`config.mk`:
```
export PLATFORM = sky130hd
export DESIGN_NAME = pc_fetch_ctrl
export DESIGN_NICKNAME = d
export VERILOG_FILES = /design/src/rtl/pc_fetch_pkg.sv /design/src/rtl/pc_incr_32.sv /design/src/rtl/pc_fetch_ctrl.sv
export SDC_FILE = /design/constraint.sdc
export NUM_CORES = 1
export LEC_CHECK = 0
export CORE_UTILIZATION = 41
export CTS_CLUSTER_DIAMETER = 100
export DETAILED_ROUTE_END_ITERATION = 12
export PLACE_DENSITY = 0.81
export SETUP_SLACK_MARGIN = 0.1
export SKIP_CTS_REPAIR_TIMING = 1
export SYNTH_ARGS = -nofsm -noshare
export SYNTH_HDL_FRONTEND = slang
export SYNTH_HIERARCHICAL = 1
export SYNTH_SLANG_ARGS = --single-unit
```
`constraint.sdc`:
```
create_clock -name clk -period 2.4 [get_ports clk]
set_input_delay 0.48 -clock clk [delete_from_list [all_inputs] [get_ports clk]]
set_output_delay 0.48 -clock clk [all_outputs]
set_load 0.02 [all_outputs]
```
`src/rtl/pc_fetch_pkg.sv`:
```
// Shared types and defaults for the PC / instruction-fetch controller.
// Latency: n/a (types and constants only).
// Backpressure: n/a.
package pc_fetch_pkg;

  // 32-bit machine word: PCs, fetch addresses and instruction words.
  typedef logic [31:0] word_t;

  localparam word_t       RESET_PC_DEF = 32'h0000_0000;
  localparam int unsigned INC_DEF      = 4;

  typedef enum logic [1:0] {
    ST_BOOT  = 2'd0,
    ST_FETCH = 2'd1,
    ST_HOLD  = 2'd2
  } fetch_state_t;

endpackage

```
`src/rtl/pc_incr_32.sv`:
```
// 32-bit constant incrementer, wraps modulo 2^32.
// Latency: combinational.
// Backpressure: none.
// Ports: i_a - operand; o_sum - i_a + INC.
module pc_incr_32
  import pc_fetch_pkg::*;
#(
  parameter int unsigned INC = INC_DEF
) (
  input  logic [31:0] i_a,
  output logic [31:0] o_sum
);

  assign o_sum = i_a + word_t'(INC);

endmodule

```
`src/rtl/pc_fetch_ctrl.sv`:
```
// PC holder and instruction-fetch controller: issues word fetches, holds the fetched word for decode.
// Latency: ack in cycle N -> inst_valid in N+1; redirect in HOLD -> imem_addr = target next cycle.
// Backpressure: stall holds the instruction in HOLD; imem_ack paces fetches; stall is ignored while fetching.
//
// Ports: clk, rst_n (async, active-low); stall, redirect_valid/redirect_pc from decode and
// the next-PC mux; imem_req/imem_addr/imem_ack/imem_rdata to instruction memory;
// inst_valid/inst/inst_pc/pc_plus4 to decode; misalign_err pulse.
// Optional feature macro: PC_ALIGN_CHECK_EN (reject redirects that are not word aligned).
module pc_fetch_ctrl
  import pc_fetch_pkg::*;
#(
  parameter word_t       RESET_PC = RESET_PC_DEF,
  parameter int unsigned INC      = INC_DEF
) (
  input  logic        clk,
  input  logic        rst_n,
  input  logic        stall,
  input  logic        redirect_valid,
  input  logic [31:0] redirect_pc,
  output logic        imem_req,
  output logic [31:0] imem_addr,
  input  logic        imem_ack,
  input  logic [31:0] imem_rdata,
  output logic        inst_valid,
  output logic [31:0] inst,
  output logic [31:0] inst_pc,
  output logic [31:0] pc_plus4,
  output logic        misalign_err
);

  fetch_state_t r_state;
  word_t        r_pc;
  word_t        r_redir_pc;
  logic         r_redir_pend;
  logic         r_gap;        // one idle cycle after a redirected fetch completes
  word_t        r_inst;
  word_t        r_inst_pc;

  word_t        w_pc_inc;
  logic         w_redir_ok;
  logic         w_ack;

  pc_incr_32 #(.INC(INC)) u_pc_inc (
    .i_a   (r_pc),
    .o_sum (w_pc_inc)
  );

  pc_incr_32 #(.INC(INC)) u_plus4 (
    .i_a   (r_inst_pc),
    .o_sum (pc_plus4)
  );

`ifdef PC_ALIGN_CHECK_EN
  logic r_misalign;

  assign w_redir_ok = redirect_valid && (redirect_pc[1:0] == 2'b00);

  always_ff @(posedge clk or negedge rst_n) begin
    if (!rst_n) begin
      r_misalign <= 1'b0;
    end else begin
      r_misalign <= redirect_valid && (redirect_pc[1:0] != 2'b00);
    end
  end

  assign misalign_err = r_misalign;
`else
  assign w_redir_ok   = redirect_valid;
  assign misalign_err = 1'b0;
`endif

  assign imem_req   = (r_state == ST_FETCH) && !r_gap;
  assign imem_addr  = r_pc;
  assign inst_valid = (r_state == ST_HOLD);
  assign inst       = r_inst;
  assign inst_pc    = r_inst_pc;

  // An ack only counts against a live request; stray acks (e.g. late ones after reset) are dropped.
  assign w_ack = imem_ack && imem_req;

  always_ff @(posedge clk or negedge rst_n) begin
    if (!rst_n) begin
      r_state      <= ST_BOOT;
      r_pc         <= RESET_PC;
      r_redir_pc   <= '0;
      r_redir_pend <= 1'b0;
      r_gap        <= 1'b0;
      r_inst       <= '0;
      r_inst_pc    <= '0;
    end else begin
      r_gap <= 1'b0;
      case (r_state)
        ST_BOOT: begin
          r_state <= ST_FETCH;
        end
        ST_FETCH: begin
          if (w_ack) begin
            if (r_redir_pend || w_redir_ok) begin
              // The returned word belongs to the abandoned path; a same-cycle redirect beats the pended one.
              r_pc         <= w_redir_ok ? redirect_pc : r_redir_pc;
              r_redir_pend <= 1'b0;
              r_gap        <= 1'b1;
            end else begin
              r_inst    <= imem_rdata;
              r_inst_pc <= r_pc;
              r_pc      <= w_pc_inc;
              r_state   <= ST_HOLD;
            end
          end else if (w_redir_ok) begin
            // imem_addr must stay put until ack, so park the target; the last redirect wins.
            r_redir_pend <= 1'b1;
            r_redir_pc   <= redirect_pc;
          end
        end
        ST_HOLD: begin
          if (w_redir_ok) begin
            r_pc    <= redirect_pc;
            r_state <= ST_FETCH;
          end else if (!stall) begin
            r_state <= ST_FETCH;
          end
        end
        default: begin
          r_state <= ST_BOOT;
        end
      endcase
    end
  end

endmodule

```
-- Word level (Yosys, flattened, before mapping)
Cells that the tools add are included.
- input port bits: 69
- output and inout port bits: 131
- word-level logic and storage cells: 46
- flip-flop bits (word level): 132
- equal/unequal tests: 7
- reduce and logical (&&, ||, !) cells: 12
- add/sub/neg operators: 2
- muxes and demuxes: 16
- bitwise gates (word level): 2
- operators by type and width (cell ; count):
    $mux W32 ; 4
    $add A32 B3 Y32 const B ; 2
    $pmux W32 S2 ; 1
    $reduce_and A3 Y1 ; 4
    $mux W2 ; 4
    $mux W1 ; 6
    $ne A2 B2 Y1 const B ; 3
    $pmux W2 S3 ; 1
    $reduce_bool A2 Y1 ; 2
    $ne A3 B3 Y1 const B ; 1
    $eq A2 B1 Y1 const B ; 1
    $eq A2 B2 Y1 const B ; 1
    $logic_and A1 B1 Y1 ; 2
    $logic_not A2 Y1 ; 1
    $ne A2 B1 Y1 const B ; 1
    $not A1 Y1 ; 2
    $reduce_and A2 Y1 ; 1
    $logic_not A1 Y1 ; 1
    $logic_or A1 B1 Y1 ; 1

-- Longest topological paths before layout
- word-level depth: 5
- gate-level depth with buffers: 8
- depth with buffers taken out: 8

-- By module
Netlist, hierarchy kept.
- modules (own cells, without submodules) (module ; area each (µm²) ; times used ; cells an instance ; seq. area each (µm²)):
    pc_fetch_ctrl ; 5889.4 ; 1 ; 451 ; 3303.2
    pc_incr_32 ; 580.6 ; 2 ; 83 ; 0.0

-- Least setup slack after synthesis
Ideal clock, no wire load.
- path kind: register to output
- start point: reg r_inst_pc[2] (netlist: inst_pc[2])
- end point: out pc_plus4[24]
- required time: 1.920 ns
- path slack: 0.103 ns
- path buffers: 0
- data arrival time: 1.817 ns
- cell stages (with the launch flop): 6
- cells stage by stage: dfrtp_1 -> ha_1 -> nand3_1 -> nor4_4 -> nand4_1 -> xnor2_1
- cells in the longest elaborated chain, start to end: 1
- RTL lines (item ; line ; RTL):
    start, declared ; pc_fetch_ctrl.sv:37 ; word_t r_inst_pc;
    start signal, assigned ; pc_fetch_ctrl.sv:105 ; r_inst_pc <= r_pc;
    $add A32 B3 Y32 ; pc_incr_32.sv:14 ; assign o_sum = i_a + word_t'(INC);
    end, declared ; pc_fetch_ctrl.sv:27 ; output logic [31:0] pc_plus4,
Every way passes these cells.

-- Worst setup path after layout
- start point: reg r_inst_pc[2] (netlist: inst_pc[2])
- end point: out pc_plus4[31]
The elaborated chain is that of the path after synthesis.

==> impl_metrics.csv <==
group,metric,value,unit
setup_path,path_cells,"nand4_1, buf_4, nor4_4, buf_6, nand4_1, xnor2_1, buf_4",
placed_design,placed_area,0.00974,sq mm
logic_synthesis,synth_area,0.00705,sq mm
sta,clock_skew,0.00514,ns
global_routing,grt_max_degree,51,
clocking,tritoncts,"yes",
floorplan,start_util,0.422,
sta,worst_pin_slew,0.504,ns
setup_path,crit_type,"reg2out",
placed_design,dpl.hpwl,14800,um
global_routing,grt-ovfl-total,0,
logic_synthesis,synth_largest_area_cell,"dfrtp_1",
logic_synthesis,synth_warnings,6,
global_routing,grt_pass1_wl,33500,um
placed_design,gp_congestion,0.808,
floorplan,die_w,133,um
clocking,cts-root-buf,"clkbuf_16",
global_routing,antenna_found_initial,0,
detailed_routing,final_antenna_net_count,0,
floorplan,ios,200,
pwr,p_per_area,1450,mW/mm^2
final_layout,final_cell_mix,"clkdlybuf4s50_1 (168), dfrtp_1 (132), buf_4 (87), mux2_2 (58), nand3_1 (51)",
setup_path,worstPathArrival,2.04,ns
placed_design,port_buffers,198,
floorplan,core_area,0.0167,sq mm
logic_synthesis,yosysUniqueCellTypes,37,
clocking,cts_sinks,132,
clocking,ctsHtreeMaxLevel,4,
setup_path,cp-start-kind,"flip-flop",
final_layout,finish.net_count,940,
sta,worst_slack,-0.124,ns
logic_synthesis,ys_top_cells_by_area,"dfrtp_1 (47%), mux2_2 (9.3%), mux2_4 (8.1%)",
setup_path,reg2regPathDepth,7,
logic_synthesis,synth_seq_cells,132,
sta,timing.hold.ws,-0.00390,ns
final_layout,fin_util,0.621,
detailed_routing,drt_iter0_drc,524,
logic_synthesis,synth_top_area_share,0.469,
logic_synthesis,ys_seq_area_frac,0.469,
sta,final-hold-violation-count,5,
detailed_routing,drc,0,
clocking,numCtsBuffers,17,
logic_synthesis,synthesis.instances,617,
sta,fin_crit_sh,1.05,
logic_synthesis,synth_ff_type,"dfrtp_1",
pwr,peakVddDrop,0.000616,V
setup_path,critPathSlowestCell,"dfrtp_1",
final_layout,areaGrowthSynthToFinish,47.0,%
clocking,clk_latency,0.42,ns
pwr,total_power,0.0150,W
setup_path,critPathRequiredTime,1.92,ns
sta,fmax,396,MHz
setup_path,r2r_slack,0.18,ns
detailed_routing,avgRoutedWirePerCell,19.4,um
final_layout,fin_area,0.0104,sq mm
detailed_routing,vias,6190,
sta,rsz0062_at_grt,"true",
final_layout,final_common_cell,"clkdlybuf4s50_1",
pwr,p_leak,4.49,nW
sta,slew_headroom,0.664,
logic_synthesis,synth-edff-count,0,
sta,fin_crit,2.52,ns
floorplan,rows,47,
setup_path,crit_fanout,8,
logic_synthesis,synth.net_count,688,
status,status,"finished, violations left",
setup_path,reg2reg_to,"imem_addr[29]",
setup_path,cp-end-kind,"output port",
final_layout,diodes,0,
status,violations,"negative hold slack, negative setup slack",
final_layout,layout-drive-gt1-share,0.291,
sta,final_max_slew_viol_count,0,
flow_run,cap_violations,0,
logic_synthesis,async_reset_ff_frac,1.00,
sta,setup_viol,15,
setup_path,r2r-start,"imem_addr[18]",
global_routing,grt_usage,0.244,
worst_hold_path,hold_path_class,"in2async",
global_routing,first_global_vias,6255,
detailed_routing,routed_wl,21400,um
setup_path,slowest_delay,0.38,ns
clocking,clk_pin_slew_worst_paths,0.06,ns
clocking,clock_path_buffers,2,
floorplan,die_area,0.0177,sq mm
logic_synthesis,avgSynthCellArea,11.4,sq um
detailed_routing,drt-vias-per-instance,5.62,
floorplan,die_h,133,um
detailed_routing,drtPass1Iterations,5,
critical path, delay by kind of cell, from the launching register on:
family        cells  cell delay, ns
flops             1            0.38
buf+inv           3            0.55
xor+xnor          1            0.20
simple gates      3            0.48
synthesized netlist by cell type (3+ instances only):
cell type and number:
buf_2 6, xnor2_1 42, o31ai_1 32, nor3_1 7, mux2_4 38, and3_1 4, xor2_1 14, nand2_1 21
a2111oi_0 32, a21oi_1 34, nand4_1 18, clkbuf_1 31, buf_6 5, dfrtp_1 132, nor2_1 14, or2_2 4
buf_4 5, nand3_1 52, nor2b_1 32, mux2_2 58, nor4_4 4, inv_1 9, and2_1 3
sequential cells by signal, indices dropped and copies added, names as in the netlist:
| name | count |
|---|---|
| imem_addr | 32 |
| inst | 32 |
| inst_pc | 32 |
| r_redir_pc | 32 |
| r_state | 2 |
| r_gap | 1 |
| r_redir_pend | 1 |
cells by family (layout without fill, tap and decap cells):
| family | after synthesis | in the layout | synth area share |
|---|---|---|---|
| fa+ha+maj | 2 | 2 | 0.00355 |
| simple gates | 172 | 172 | 0.144 |
| compound gates | 101 | 101 | 0.101 |
| other cells | 1 | 1 | 0.000532 |
| xor+xnor | 56 | 56 | 0.0696 |
| buf+inv | 57 | 322 | 0.0394 |
| flops | 132 | 132 | 0.469 |
| mux | 96 | 96 | 0.174 |
how the worst max path moves through the flow:
stage                           from           end  slack (ns)  cells past startpoint
after global placement    inst_pc[2]  pc_plus4[24]       -0.13                      7
final                     inst_pc[2]  pc_plus4[31]       -0.12                      7
after detailed placement  inst_pc[3]  pc_plus4[24]       -0.22                      7
after global routing      inst_pc[2]  pc_plus4[31]       -0.19                      7
after floorplan           inst_pc[2]  pc_plus4[24]        0.10                      5
after CTS                 inst_pc[3]  pc_plus4[24]       -0.69                      7
report_power, final:
group	leakage (nW)	switching, W	internal [W]	total (W)
registers	1.59	0.000777	0.00332	0.00410
logic	2.59	0.00397	0.00402	0.00800
clock network	0.306	0.00103	0.00185	0.00288
through the flow:
step           TNS (ns)  worst slack (ns)  hold WS [ns]  instances
2_1_floorplan         0             0.103         0.184        617
3_3_place_gp      -1.42            -0.129         0.459       1069
3_5_place_dp      -2.94            -0.217         0.468       1069
4_1_cts          -14.53            -0.693        0.0117       1101
5_1_grt           -2.50            -0.189        0.0225       1102
6_report         -0.835            -0.124      -0.00390       1102
final cells by class:
cell class / count / area (sq um)
clock buffers: 17 / 425
clock inverters: 15 / 229
fillers: 1307 / 6330
inverters: 10 / 37.5
multi-input cells: 428 / 3530
flip-flops and latches: 132 / 3300
well taps: 220 / 275
repair buffers: 280 / 2570
metal layers:
layer  share of wire  routed length [um]  track usage  vias up
met1            0.42                8970        0.309     3062
met2            0.48               10200        0.396      316
met3           0.076                1630       0.0651       49
li1                -                   -            -     2763
met5               0                   0            0        -
met4           0.026                 555        0.104        0
Power figures use the tool's default switching activity.
